### config.mk
export PLATFORM = sky130hd
export DESIGN_NAME = video_pattern_gen
export DESIGN_NICKNAME = d
export VERILOG_FILES = /design/src/rtl/video_pattern_gen.sv
export SDC_FILE = /design/constraint.sdc
export NUM_CORES = 1
export LEC_CHECK = 0
export ABC_CLOCK_PERIOD_IN_PS = 6890
export CORE_MARGIN = 2
export CORE_UTILIZATION = 55
export DETAILED_ROUTE_END_ITERATION = 6
export MAX_ROUTING_LAYER = met4
export PLACE_DENSITY = 0.83
export SETUP_SLACK_MARGIN = 0.15
export SLEW_MARGIN = 20
export SYNTH_ARGS = -nofsm -noshare
export SYNTH_HDL_FRONTEND = slang
export SYNTH_SLANG_ARGS = --single-unit
### constraint.sdc
create_clock -name pixelclk -period 6.89 [get_ports pixelclk]
set_input_delay 0.689 -clock pixelclk [delete_from_list [all_inputs] [get_ports pixelclk]]
set_output_delay 0.689 -clock pixelclk [all_outputs]
set_load 0.005 [all_outputs]
### src/rtl/video_pattern_gen.sv
`default_nettype none
// ============================================================================
//  Module      : video_pattern_gen
//  Description : Raster timing generator and test-pattern source. It drives
//                rgb/hsync/vsync/de/frame_start for the defog pipeline and
//                offers colour bars, gray ramp, checkerboard and a moving
//                diagonal.
//  Revision    : 1.0 - initial release
// ============================================================================
module video_pattern_gen #(
    parameter int   H_ACTIVE = 1280,
    parameter int   H_FP     = 110,
    parameter int   H_SYNC   = 40,
    parameter int   H_BP     = 220,
    parameter int   V_ACTIVE = 720,
    parameter int   V_FP     = 5,
    parameter int   V_SYNC   = 5,
    parameter int   V_BP     = 20,
    parameter logic HS_POL   = 1'b1,
    parameter logic VS_POL   = 1'b1,
    parameter int   CHK_LOG2 = 5
) (
    input  logic        pixelclk,
    input  logic        reset_n,
    input  logic        en,
    input  logic [1:0]  pattern_sel,
    output logic [23:0] o_rgb,
    output logic        o_hsync,
    output logic        o_vsync,
    output logic        o_de,
    output logic        o_frame_start
);

    localparam int H_TOTAL = H_ACTIVE + H_FP + H_SYNC + H_BP;
    localparam int V_TOTAL = V_ACTIVE + V_FP + V_SYNC + V_BP;
    localparam int HW      = $clog2(H_TOTAL);
    localparam int VW      = $clog2(V_TOTAL);
    localparam int BAR_W   = H_ACTIVE / 8;
    localparam int BW      = (BAR_W > 1) ? $clog2(BAR_W) : 1;

    localparam logic [HW-1:0] c_h_last     = HW'(H_TOTAL - 1);
    localparam logic [HW-1:0] c_h_act      = HW'(H_ACTIVE);
    localparam logic [HW-1:0] c_hs_start   = HW'(H_ACTIVE + H_FP);
    localparam logic [HW-1:0] c_hs_end     = HW'(H_ACTIVE + H_FP + H_SYNC);
    localparam logic [VW-1:0] c_v_last     = VW'(V_TOTAL - 1);
    localparam logic [VW-1:0] c_v_act      = VW'(V_ACTIVE);
    localparam logic [VW-1:0] c_vs_start   = VW'(V_ACTIVE + V_FP);
    localparam logic [VW-1:0] c_vs_end     = VW'(V_ACTIVE + V_FP + V_SYNC);
    localparam logic [BW-1:0] c_bar_last   = BW'(BAR_W - 1);

    logic [HW-1:0] r_h_cnt;
    logic [VW-1:0] r_v_cnt;
    logic [7:0]    r_frame_cnt;
    logic [1:0]    r_pattern;
    logic [BW-1:0] r_bar_px;
    logic [2:0]    r_bar_idx;

    logic          w_h_wrap;
    logic          w_v_wrap;
    logic          w_origin;
    logic [1:0]    w_pattern;
    logic          w_de;
    logic          w_hs;
    logic          w_vs;
    logic          w_chk;
    logic [7:0]    w_x8;
    logic [7:0]    w_diag;
    logic [23:0]   w_pix;

    assign w_h_wrap  = (r_h_cnt == c_h_last);
    assign w_v_wrap  = (r_v_cnt == c_v_last);
    assign w_origin  = (r_h_cnt == '0) && (r_v_cnt == '0);
    // The first pixel of a frame already uses the pattern being sampled now.
    assign w_pattern = w_origin ? pattern_sel : r_pattern;
    assign w_de      = (r_h_cnt < c_h_act) && (r_v_cnt < c_v_act);
    assign w_hs      = (r_h_cnt >= c_hs_start) && (r_h_cnt < c_hs_end);
    assign w_vs      = (r_v_cnt >= c_vs_start) && (r_v_cnt < c_vs_end);
    assign w_chk     = r_h_cnt[CHK_LOG2] ^ r_v_cnt[CHK_LOG2];
    assign w_x8      = 8'(r_h_cnt);
    assign w_diag    = w_x8 + 8'(r_v_cnt) + r_frame_cnt;

    // Pixel colour for the current raster position.
    always_comb begin
        w_pix = '0;
        case (w_pattern)
            2'b00:   w_pix = {{8{~r_bar_idx[1]}}, {8{~r_bar_idx[2]}}, {8{~r_bar_idx[0]}}};
            2'b01:   w_pix = {3{w_x8}};
            2'b10:   w_pix = w_chk ? 24'hFF_FFFF : 24'h00_0000;
            default: w_pix = {3{w_diag}};
        endcase
    end

    // Raster counters, frame counter, per-line bar sub-counter, pattern latch.
    always_ff @(posedge pixelclk) begin
        if (!reset_n) begin
            r_h_cnt     <= '0;
            r_v_cnt     <= '0;
            r_frame_cnt <= '0;
            r_pattern   <= '0;
            r_bar_px    <= '0;
            r_bar_idx   <= '0;
        end else if (!en) begin
            r_h_cnt     <= '0;
            r_v_cnt     <= '0;
            r_frame_cnt <= '0;
            r_bar_px    <= '0;
            r_bar_idx   <= '0;
        end else begin
            if (w_origin) begin
                r_pattern <= pattern_sel;
            end
            if (w_h_wrap) begin
                r_h_cnt   <= '0;
                r_bar_px  <= '0;
                r_bar_idx <= '0;
                if (w_v_wrap) begin
                    r_v_cnt     <= '0;
                    r_frame_cnt <= r_frame_cnt + 8'd1;
                end else begin
                    r_v_cnt <= r_v_cnt + VW'(1);
                end
            end else begin
                r_h_cnt <= r_h_cnt + HW'(1);
                if (r_bar_px == c_bar_last) begin
                    r_bar_px  <= '0;
                    r_bar_idx <= r_bar_idx + 3'd1;
                end else begin
                    r_bar_px  <= r_bar_px + BW'(1);
                end
            end
        end
    end

    // Registered video outputs; idle levels while in reset or disabled.
    always_ff @(posedge pixelclk) begin
        if (!reset_n || !en) begin
            o_rgb         <= '0;
            o_de          <= 1'b0;
            o_hsync       <= ~HS_POL;
            o_vsync       <= ~VS_POL;
            o_frame_start <= 1'b0;
        end else begin
            o_rgb         <= w_de ? w_pix : 24'h00_0000;
            o_de          <= w_de;
            o_hsync       <= w_hs ? HS_POL : ~HS_POL;
            o_vsync       <= w_vs ? VS_POL : ~VS_POL;
            o_frame_start <= w_origin;
        end
    end

endmodule
`default_nettype wire
==> metrics.cfg, run 1 <==
[placement]
dp_cells = 458
routabilityCongestion = 0.848
numPortBuffers = 32
dp_hpwl_mm = 5.16

[final_layout]
regArea_um2 = 1400
n_antenna_cell = 0
finalNonFillerCells = 474
layout-drive-gt1-share_pct = 8.52
final_net_count = 424
num-fill-cells = 470
post-route-util_pct = 66.9
syn_to_final_growth_pct = 17.9
multiInputGateArea_um2 = 1850

[setup_path]
crit_path_start_kind = flop
cp_common_cell = inv_1
max_stage_delay_ns = 0.43
crit_type = flop to flop
endpoint_kind = flop
cp.arrival_ns = 2.88
path_cells = inv_1, fa_1, inv_1, ha_1, inv_1, fa_1, nand2b_1, a21oi_1, o22ai_1, xnor2_1, a22oi_2, a21oi_1
crit_slowest_cell = dfxtp_1
crit_fanout = 6
cp.required_ns = 7.12

[route]
first_iter_violations = 227
wl_per_cell_um = 14.7
wirelength_mm = 6.95
viasPerCell = 5.48
firstDrtPassIters = 5
vias = 2596
drcViolationCount = 0
final_antenna_net_count = 0

[power_and_ir_drop]
peakVddDrop_uv = 165
power_density_nw_per_um2 = 213
p_leak_nw = 1.49

[clock_tree]
ctsLongestPathBuffers = 2
cts_made_buffers = 9
cts_htree_levels = 3
tritoncts = built
numClockSinks = 70
root_buffer = clkbuf_8
clock_latency_ns = 0.35
cts_hold_buffers = 0
postCtsSetupBuffers = 0
cts-resized-gates = 0
path_clk_slew_ns = 0.08

[floorplan]
die_x_um = 82.2
core_area_um2 = 5920
initial_core_util_pct = 56.7
dieArea_um2 = 6750
fp.dieH_um = 82.2
boundaryPins = 33
rows = 28

[synth]
syn_nets = 390
synthDistinctLibCells = 47
synth_flop_cell = dfxtp_1
async_flop_share_pct = 0
synth-seq-cells = 70
seq_area_frac_synth_pct = 41.7
synth_area_um2 = 3360
yosysTopAreaCellShare_pct = 41.7
post-synth-top-area-cell = dfxtp_1
synthCells = 360
synthTopCellsByArea = dfxtp_1, ha_1, nor2_1, xor2_1, a21oi_1
avgSynthCellArea_um2 = 9.33
yosys_warnings = 0
synth_edf_count = 0

[sta]
period_share_pct = 38.4
tightestPinTransition_ns = 0.666
slew_violations = 0
setup_violations = 0
rsz0062_at_grt = no
hold_viol_final = 0
fin_crit_ns = 2.65
fin_worst_skew_ns = 0.00952
clock.fmax_mhz = 378
max-slew-margin-rel_pct = 55.2
setup-tns-final_ns = 0
timing.hold.ws_ns = 0.488

[run]
maxCapViolations = 0

[global_routing]
grt_pass1_wl_mm = 11.5
grt_max_degree = 27
grt.overflow.total = 0
grt_pass1_vias = 2425
grt_usage_pct = 23.5
antenna_found_initial = 0

[hold_path]
holdCritPathClass = flop to flop

[run_status]
status = complete, no violations

## synth_stat cells, types with 3 or more instances
library cell and n:
a21oi_1 33, a22oi_1 3, a22oi_2 3, and3_1 5
buf_2 5, clkbuf_1 5, dfxtp_1 70, fa_1 8
ha_1 17, inv_1 18, mux2i_1 5, nand2_1 16
nand2b_1 7, nand3_1 13, nand4_1 12, nor2_1 52
nor2b_1 5, o211ai_1 3, o21a_2 3, o21ai_0 4
o21ai_1 4, or3_1 3, xnor2_1 15, xor2_1 22
## worst paths after layout
path / startpoint / endpoint / slack [ns] / cells after the start
min: r_bar_px[0] / r_bar_px[0] / 0.49 / 1
min reg2reg: r_bar_px[0] / r_bar_px[0] / 0.49 / 1
max reg2reg: r_h_cnt[0] / o_rgb[23] / 4.24 / 12
max: r_h_cnt[0] / o_rgb[23] / 4.24 / 12
## stage by stage
stage / total power [mW] / worst slack, ns / cell area, um^2
2_1_floorplan: 0.456 / 4.45 / 3360
3_3_place_gp: 0.482 / 4.33 / 3740
3_5_place_dp: 0.484 / 4.13 / 3740
4_1_cts: 0.852 / 4.27 / 3960
5_1_grt: 0.872 / 4.09 / 3960
6_report: 0.844 / 4.24 / 3960
## sequential cells by signal (all words and copies together) (netlist names), 2 cells and up
register and count:
r_bar_idx 3, r_pattern 2, r_h_cnt 11, r_frame_cnt 8, o_rgb 24, r_v_cnt 10, r_bar_px 8
## where the power goes
part	leakage (nW)	internal, mW	switching, mW	total, mW
Sequential	0.568	0.414	0.00458	0.419
Clock	0.110	0.214	0.155	0.370
Combinational	0.811	0.0263	0.0291	0.0553
Total	1.49	0.655	0.189	0.844
## cell type report
cell class | count | area share, %
clock buffer | 11 | 3.57
inverter | 18 | 1.71
multi-input combinational | 262 | 46.6
timing repair buffer | 33 | 8.28
clock inverter | 5 | 2.05
sequential | 70 | 35.4
tap | 75 | 2.37
## worst max-delay path, delay by kind of cell, from the launching register on
family                   cells  cell delay, ns
flip-flops                   1            0.43
XOR/XNOR                     1            0.14
buffers and inverters        3            0.25
adder cells (fa/ha/maj)      3            0.96
AO/OA/AOI/OAI                4            0.56
AND/OR/NAND/NOR              1            0.19
## logic make-up after synthesis
kind of cell               share of synthesized area [%]
AOI/OAI and AO/OA                                   11.4
xor gates and xnor gates                            9.65
adders and majority gates                           11.1
buffers and inverters                               3.31
DFF                                                 41.7
muxes                                               1.49
and+or+nand+nor                                     21.3
## layer usage
layer,up-vias,track usage [%],share of wire (%)
met5,-,-,0
met4,0,7.83,1.8
met3,15,7.07,5.4
met2,63,38.0,48
met1,1216,28.2,44
li1,1302,-,-
## cell usage in the layout (no fill, tap or decap), types with 4 or more instances in the layout
master and count:
ha_1 17, nand2b_1 7, nand2_1 16, nor2b_1 5
clkbuf_8 10, a21oi_1 33, xor2_1 22, nor2_1 52
and3_1 5, o21ai_1 4, fa_1 8, inv_1 18
nand4_1 12, o21ai_0 4, clkdlybuf4s50_1 32, dfxtp_1 70
nand3_1 13, xnor2_1 15, mux2i_1 5
Power figures use the tool's default switching activity.
==> inputs of run 2 (changes only) <==
--- a/config.mk
+++ b/config.mk
@@ -5,12 +5,12 @@
 export SDC_FILE = /design/constraint.sdc
 export NUM_CORES = 1
 export LEC_CHECK = 0
-export ABC_CLOCK_PERIOD_IN_PS = 6890
+export ABC_CLOCK_PERIOD_IN_PS = 2150
 export CORE_MARGIN = 2
-export CORE_UTILIZATION = 55
+export CORE_UTILIZATION = 51
 export DETAILED_ROUTE_END_ITERATION = 6
 export MAX_ROUTING_LAYER = met4
-export PLACE_DENSITY = 0.83
+export PLACE_DENSITY = 0.81
 export SETUP_SLACK_MARGIN = 0.15
 export SLEW_MARGIN = 20
 export SYNTH_ARGS = -nofsm -noshare
==> constraint.sdc (replaced) <==
create_clock -name pixelclk -period 2.15 [get_ports pixelclk]
set_input_delay 0.215 -clock pixelclk [delete_from_list [all_inputs] [get_ports pixelclk]]
set_output_delay 0.215 -clock pixelclk [all_outputs]
set_load 0.005 [all_outputs]
==> metrics.cfg, run 2 (same netlist as run 1, synthesis figures left out) <==
[run_status]
violations = negative setup slack
status = finished with violations

[sta]
rsz0062_at_grt = yes
clock.fmax_mhz = 422
slew_violations = 0
layout_setup_ws_ns = -0.218
timing.hold.ws_ns = 0.481
fin_crit_ns = 2.37
tightestPinTransition_ns = 0.706
setup_violations = 15
setup-tns-final_ns = -1.99
fin_worst_skew_ns = 0.00761
max-slew-margin-rel_pct = 52.5
period_share_pct = 110
hold_viol_final = 0

[route]
wl_per_cell_um = 17.5
final_antenna_net_count = 0
wirelength_mm = 9.35
drcViolationCount = 0
firstDrtPassIters = 5
viasPerCell = 5.80
first_iter_violations = 179
vias = 3103

[floorplan]
boundaryPins = 33
rows = 29
die_x_um = 85.2
fp.dieH_um = 85.2
initial_core_util_pct = 52.9
core_area_um2 = 6350
dieArea_um2 = 7250

[final_layout]
final_cell_mix = dfxtp_1, buf_4, nor2_1
final_common_cell = dfxtp_1
post-route-util_pct = 74.6
num-fill-cells = 389
largest_reg_flops = 24
regMostFlops = o_rgb
largestRegisters = o_rgb x24, r_h_cnt x11, r_v_cnt x10
regArea_um2 = 1420
multiInputGateArea_um2 = 2120
finalNonFillerCells = 535
layout-drive-gt1-share_pct = 31.2
final_net_count = 483
syn_to_final_growth_pct = 41.0
n_antenna_cell = 0

[global_routing]
grt_max_degree = 25
grt.overflow.total = 0
grt_pass1_wl_mm = 14.2
grt_usage_pct = 25.5
grt_pass1_vias = 3100
antenna_found_initial = 0

[setup_path]
crit_path_start_kind = flop
r2r_slack_ns = -0.22
cp.required_ns = 2.39
crit_type = flop to flop
r2r_cells = 10
endpoint_kind = flop
cp.arrival_ns = 2.61
crit_fanout = 3

[clock_tree]
cts_htree_levels = 3
numClockSinks = 70
cts_made_buffers = 9
path_clk_slew_ns = 0.08
ctsLongestPathBuffers = 2
root_buffer = clkbuf_8
clock_latency_ns = 0.36
tritoncts = built

[placement]
routabilityCongestion = 0.881
dp_hpwl_mm = 5.93
dp_cells = 503
numPortBuffers = 32
post-place-ws_ns = -0.201

[power_and_ir_drop]
power_density_nw_per_um2 = 593
peakVddDrop_uv = 485
p_leak_nw = 1.87

[run]
maxCapViolations = 0

[hold_path]
holdCritPathClass = flop to flop
holdPathStages = 1

run 2: cell types whose count changed in the layout (fill, tap and decap cells not counted), moves of 4 or more:
cell     delta
inv_1       -6
a21oi_1     -5
buf_4      +49
nor2_1      -5
buf_6       +9
dfxtp_1    -12
nor2_2      +4
dfxtp_2    +12
a21oi_2     +4
inv_2       +4
ha_1        -4
run 2: what timing repair did:
action | CTS | global route
setup endpoints to repair | 31 | 57
buffers inserted | 7 | 8
cloned | 0 | 1
pin swaps | 12 | 31
hold buffers | 0 | 0
resized for setup | 27 | 37
run 2: metal layers:
metal  wire, um  global-route usage (%)  vias to the layer above
met5          0                       -                        -
met4        391                    14.3                        0
li1           -                       -                     1427
met2       4760                    42.8                      136
met3        540                    5.54                       36
met1       3650                    28.0                     1504
run 2: per-stage QoR:
step | area, um^2 | power (mW)
global route | 4740 | 2.90
floorplan | 3390 | 1.46
finish | 4740 | 2.81
global placement | 4090 | 1.56
detailed placement | 4090 | 1.56
CTS | 4520 | 2.79
run 2: area by class of cell:
cell class	instances	area share, %
Multi-Input combinational cell	262	44.7
Sequential cell	70	29.9
Timing Repair Buffer	92	16.9
Clock buffer	10	2.91
Tap cell	77	2.03
Clock inverter	6	1.95
Inverter	18	1.58
run 2: power by group:
| part | internal [mW] | total, mW | switching, mW | leakage [nW] |
|---|---|---|---|---|
| Clock | 0.690 | 1.23 | 0.537 | 0.109 |
| Combinational | 0.120 | 0.242 | 0.121 | 1.19 |
| Sequential | 1.33 | 1.34 | 0.0128 | 0.574 |
| Total | 2.14 | 2.81 | 0.672 | 1.87 |
run 2: worst paths after layout:
path,end,startpoint
worst max-delay path,o_rgb[15],r_h_cnt[1]
worst min-delay path,r_bar_px[0],r_bar_px[0]
worst max register to register,o_rgb[15],r_h_cnt[1]
worst min register to register,r_bar_px[0],r_bar_px[0]
run 2: critical path, stage by stage, from the launching register on:
cell	delay, ns
dfxtp_2	0.34
fa_1	0.54
ha_2	0.19
inv_2	0.04
fa_2	0.34
nand2b_4	0.17
a21oi_4	0.14
o22ai_2	0.09
xnor2_1	0.14
a22oi_2	0.18
a21oi_1	0.09
==> inputs of run 3 (changes only) <==
--- a/config.mk
+++ b/config.mk
@@ -6,11 +6,11 @@
 export NUM_CORES = 1
 export LEC_CHECK = 0
 export ABC_CLOCK_PERIOD_IN_PS = 2150
-export CORE_MARGIN = 2
-export CORE_UTILIZATION = 51
+export CORE_MARGIN = 8
+export CORE_UTILIZATION = 34
 export DETAILED_ROUTE_END_ITERATION = 6
 export MAX_ROUTING_LAYER = met4
-export PLACE_DENSITY = 0.81
+export PLACE_DENSITY = 0.6
 export SETUP_SLACK_MARGIN = 0.15
 export SLEW_MARGIN = 20
 export SYNTH_ARGS = -nofsm -noshare
==> constraint.sdc (replaced) <==
create_clock -name pixelclk -period 2.15 [get_ports pixelclk]
set_input_delay 0.215 -clock pixelclk [delete_from_list [all_inputs] [get_ports pixelclk]]
set_output_delay 0.215 -clock pixelclk [all_outputs]
set_load 0.1 [all_outputs]
==> metrics.cfg, run 3 (same netlist as run 1, synthesis figures left out) <==
[clock_tree]
ctsLongestPathBuffers = 2
tritoncts = built
cts_made_buffers = 9
root_buffer = clkbuf_8
clock_latency_ns = 0.36
numClockSinks = 70
cts_hold_buffers = 0
path_clk_slew_ns = 0.08
cts_htree_levels = 3

[route]
final_antenna_net_count = 0
wirelength_mm = 8.64
firstDrtPassIters = 4
drcViolationCount = 0
vias = 2895
viasPerCell = 4.82
first_iter_violations = 131
wl_per_cell_um = 14.4

[global_routing]
grt.overflow.total = 0
antenna_found_initial = 0
grt_pass1_vias = 2976
grt_usage_pct = 14.0
grt_max_degree = 25
grt_pass1_wl_mm = 14.2

[run]
maxCapViolations = 0

[final_layout]
regMostFlops = o_rgb
num-fill-cells = 894
n_antenna_cell = 0
finalNonFillerCells = 601
final_common_cell = buf_4
final_net_count = 493
largestRegisters = o_rgb x24, r_h_cnt x11, r_v_cnt x10
largest_reg_flops = 24
layout-drive-gt1-share_pct = 37.4
final_cell_area_um2 = 4810
final_cell_mix = buf_4, dfxtp_1, nor2_1
syn_to_final_growth_pct = 43.1

[placement]
numPortBuffers = 32
placed_cell_area_um2 = 4180
post-place-ws_ns = -0.222
routabilityCongestion = 0.797
dp_cells = 571
dp_hpwl_mm = 6.17

[power_and_ir_drop]
power.share.combinational_pct = 13.7
p_leak_nw = 1.97
peakVddDrop_uv = 340
power_density_nw_per_um2 = 641
pwr-share-seq_pct = 43.4
clkPwrFrac_pct = 42.9
p_switching_mw = 0.837
netSwitchingFraction_pct = 27.2
intPower_mw = 2.24

[sta]
fin_worst_skew_ns = 0.0104
period_share_pct = 109
tightestPinTransition_ns = 0.509
setup_violations = 10
timing.hold.ws_ns = 0.478
layout_setup_ws_ns = -0.195
clock.fmax_mhz = 426
setup-tns-final_ns = -1.12
slew_violations = 0
rsz0062_at_grt = yes
max-slew-margin-rel_pct = 65.2
fin_crit_ns = 2.34
hold_viol_final = 0

[setup_path]
critPathBufInv = 1
crit_fanout = 3
crit_slowest_cell = fa_1
crit_path_start_kind = flop
cpLargestDelayFamily = adder cells
cp.arrival_ns = 2.59
path_cells = fa_1, ha_2, inv_2, fa_2, nand2b_4, a21oi_4, o22ai_2, xnor2_1, a22oi_2, a21oi_1
max_stage_delay_ns = 0.54
cp.required_ns = 2.39
crit_type = flop to flop
endpoint_kind = flop

[floorplan]
die_x_um = 115
initial_core_util_pct = 34.7
core_area_um2 = 9680
rows = 36
fp.dieH_um = 115
boundaryPins = 33
dieArea_um2 = 13300

[run_status]
violations = negative setup slack
status = finished with violations

[hold_path]
holdCritPathClass = flop to flop

run 3: repair_timing:
item | 4_1_cts | 5_1_grt
gates cloned | 1 | 1
gates resized for setup | 39 | 20
setup endpoints to repair | 36 | 44
setup buffers | 9 | 3
pin swaps | 19 | 21
run 3: final cells by class:
class	count	area [um^2]	area share, %
inverter	18	67.6	1.41
clock inverter	6	109	2.27
multi-input combinational	263	2100	43.6
timing repair buffer	101	810	16.8
clock buffer	10	138	2.86
sequential	70	1420	29.5
tap	133	166	3.46
run 3: stage by stage:
step                total power, mW  util, %
CTS                            3.10     48.3
floorplan                      1.65        -
finish                         3.08     49.6
global placement               1.76     43.2
detailed placement             1.76     43.2
global route                   3.17     49.6
run 3: path summary, 6_finish.rpt:
path                                    end        start  slack, ns  cells past startpoint
worst min register to register  r_bar_px[0]  r_bar_px[0]       0.48                      1
worst max-delay path              o_rgb[23]   r_h_cnt[1]      -0.20                     10
worst max register to register    o_rgb[23]   r_h_cnt[1]      -0.20                     10
worst min-delay path            r_bar_px[0]  r_bar_px[0]       0.48                      1
run 3: metal layers:
metal | GRT usage, % | vias to the layer above | part of all wire, %
li1 | - | 1445 | -
met1 | 16.1 | 1375 | 45
met2 | 22.7 | 57 | 48
met3 | 3.36 | 18 | 5.0
met4 | 6.48 | 0 | 2.2
met5 | - | - | 0
run 3: worst register-to-register path, cell delays in order, from the launching register on:
cell	delay, ns
dfxtp_2	0.33
fa_1	0.54
ha_2	0.19
inv_2	0.04
fa_2	0.34
nand2b_4	0.16
a21oi_4	0.15
o22ai_2	0.08
xnor2_1	0.13
a22oi_2	0.17
a21oi_1	0.09
run 3: power groups by stage:
stage / Sequential, mW / Combinational [mW] / Clock [mW]
final: 1.34 / 0.422 / 1.32
after global routing: 1.34 / 0.442 / 1.39
after detailed placement: 1.37 / 0.386 / 0
after global placement: 1.37 / 0.385 / 0
after floorplan: 1.56 / 0.0891 / 0
after CTS: 1.34 / 0.418 / 1.34
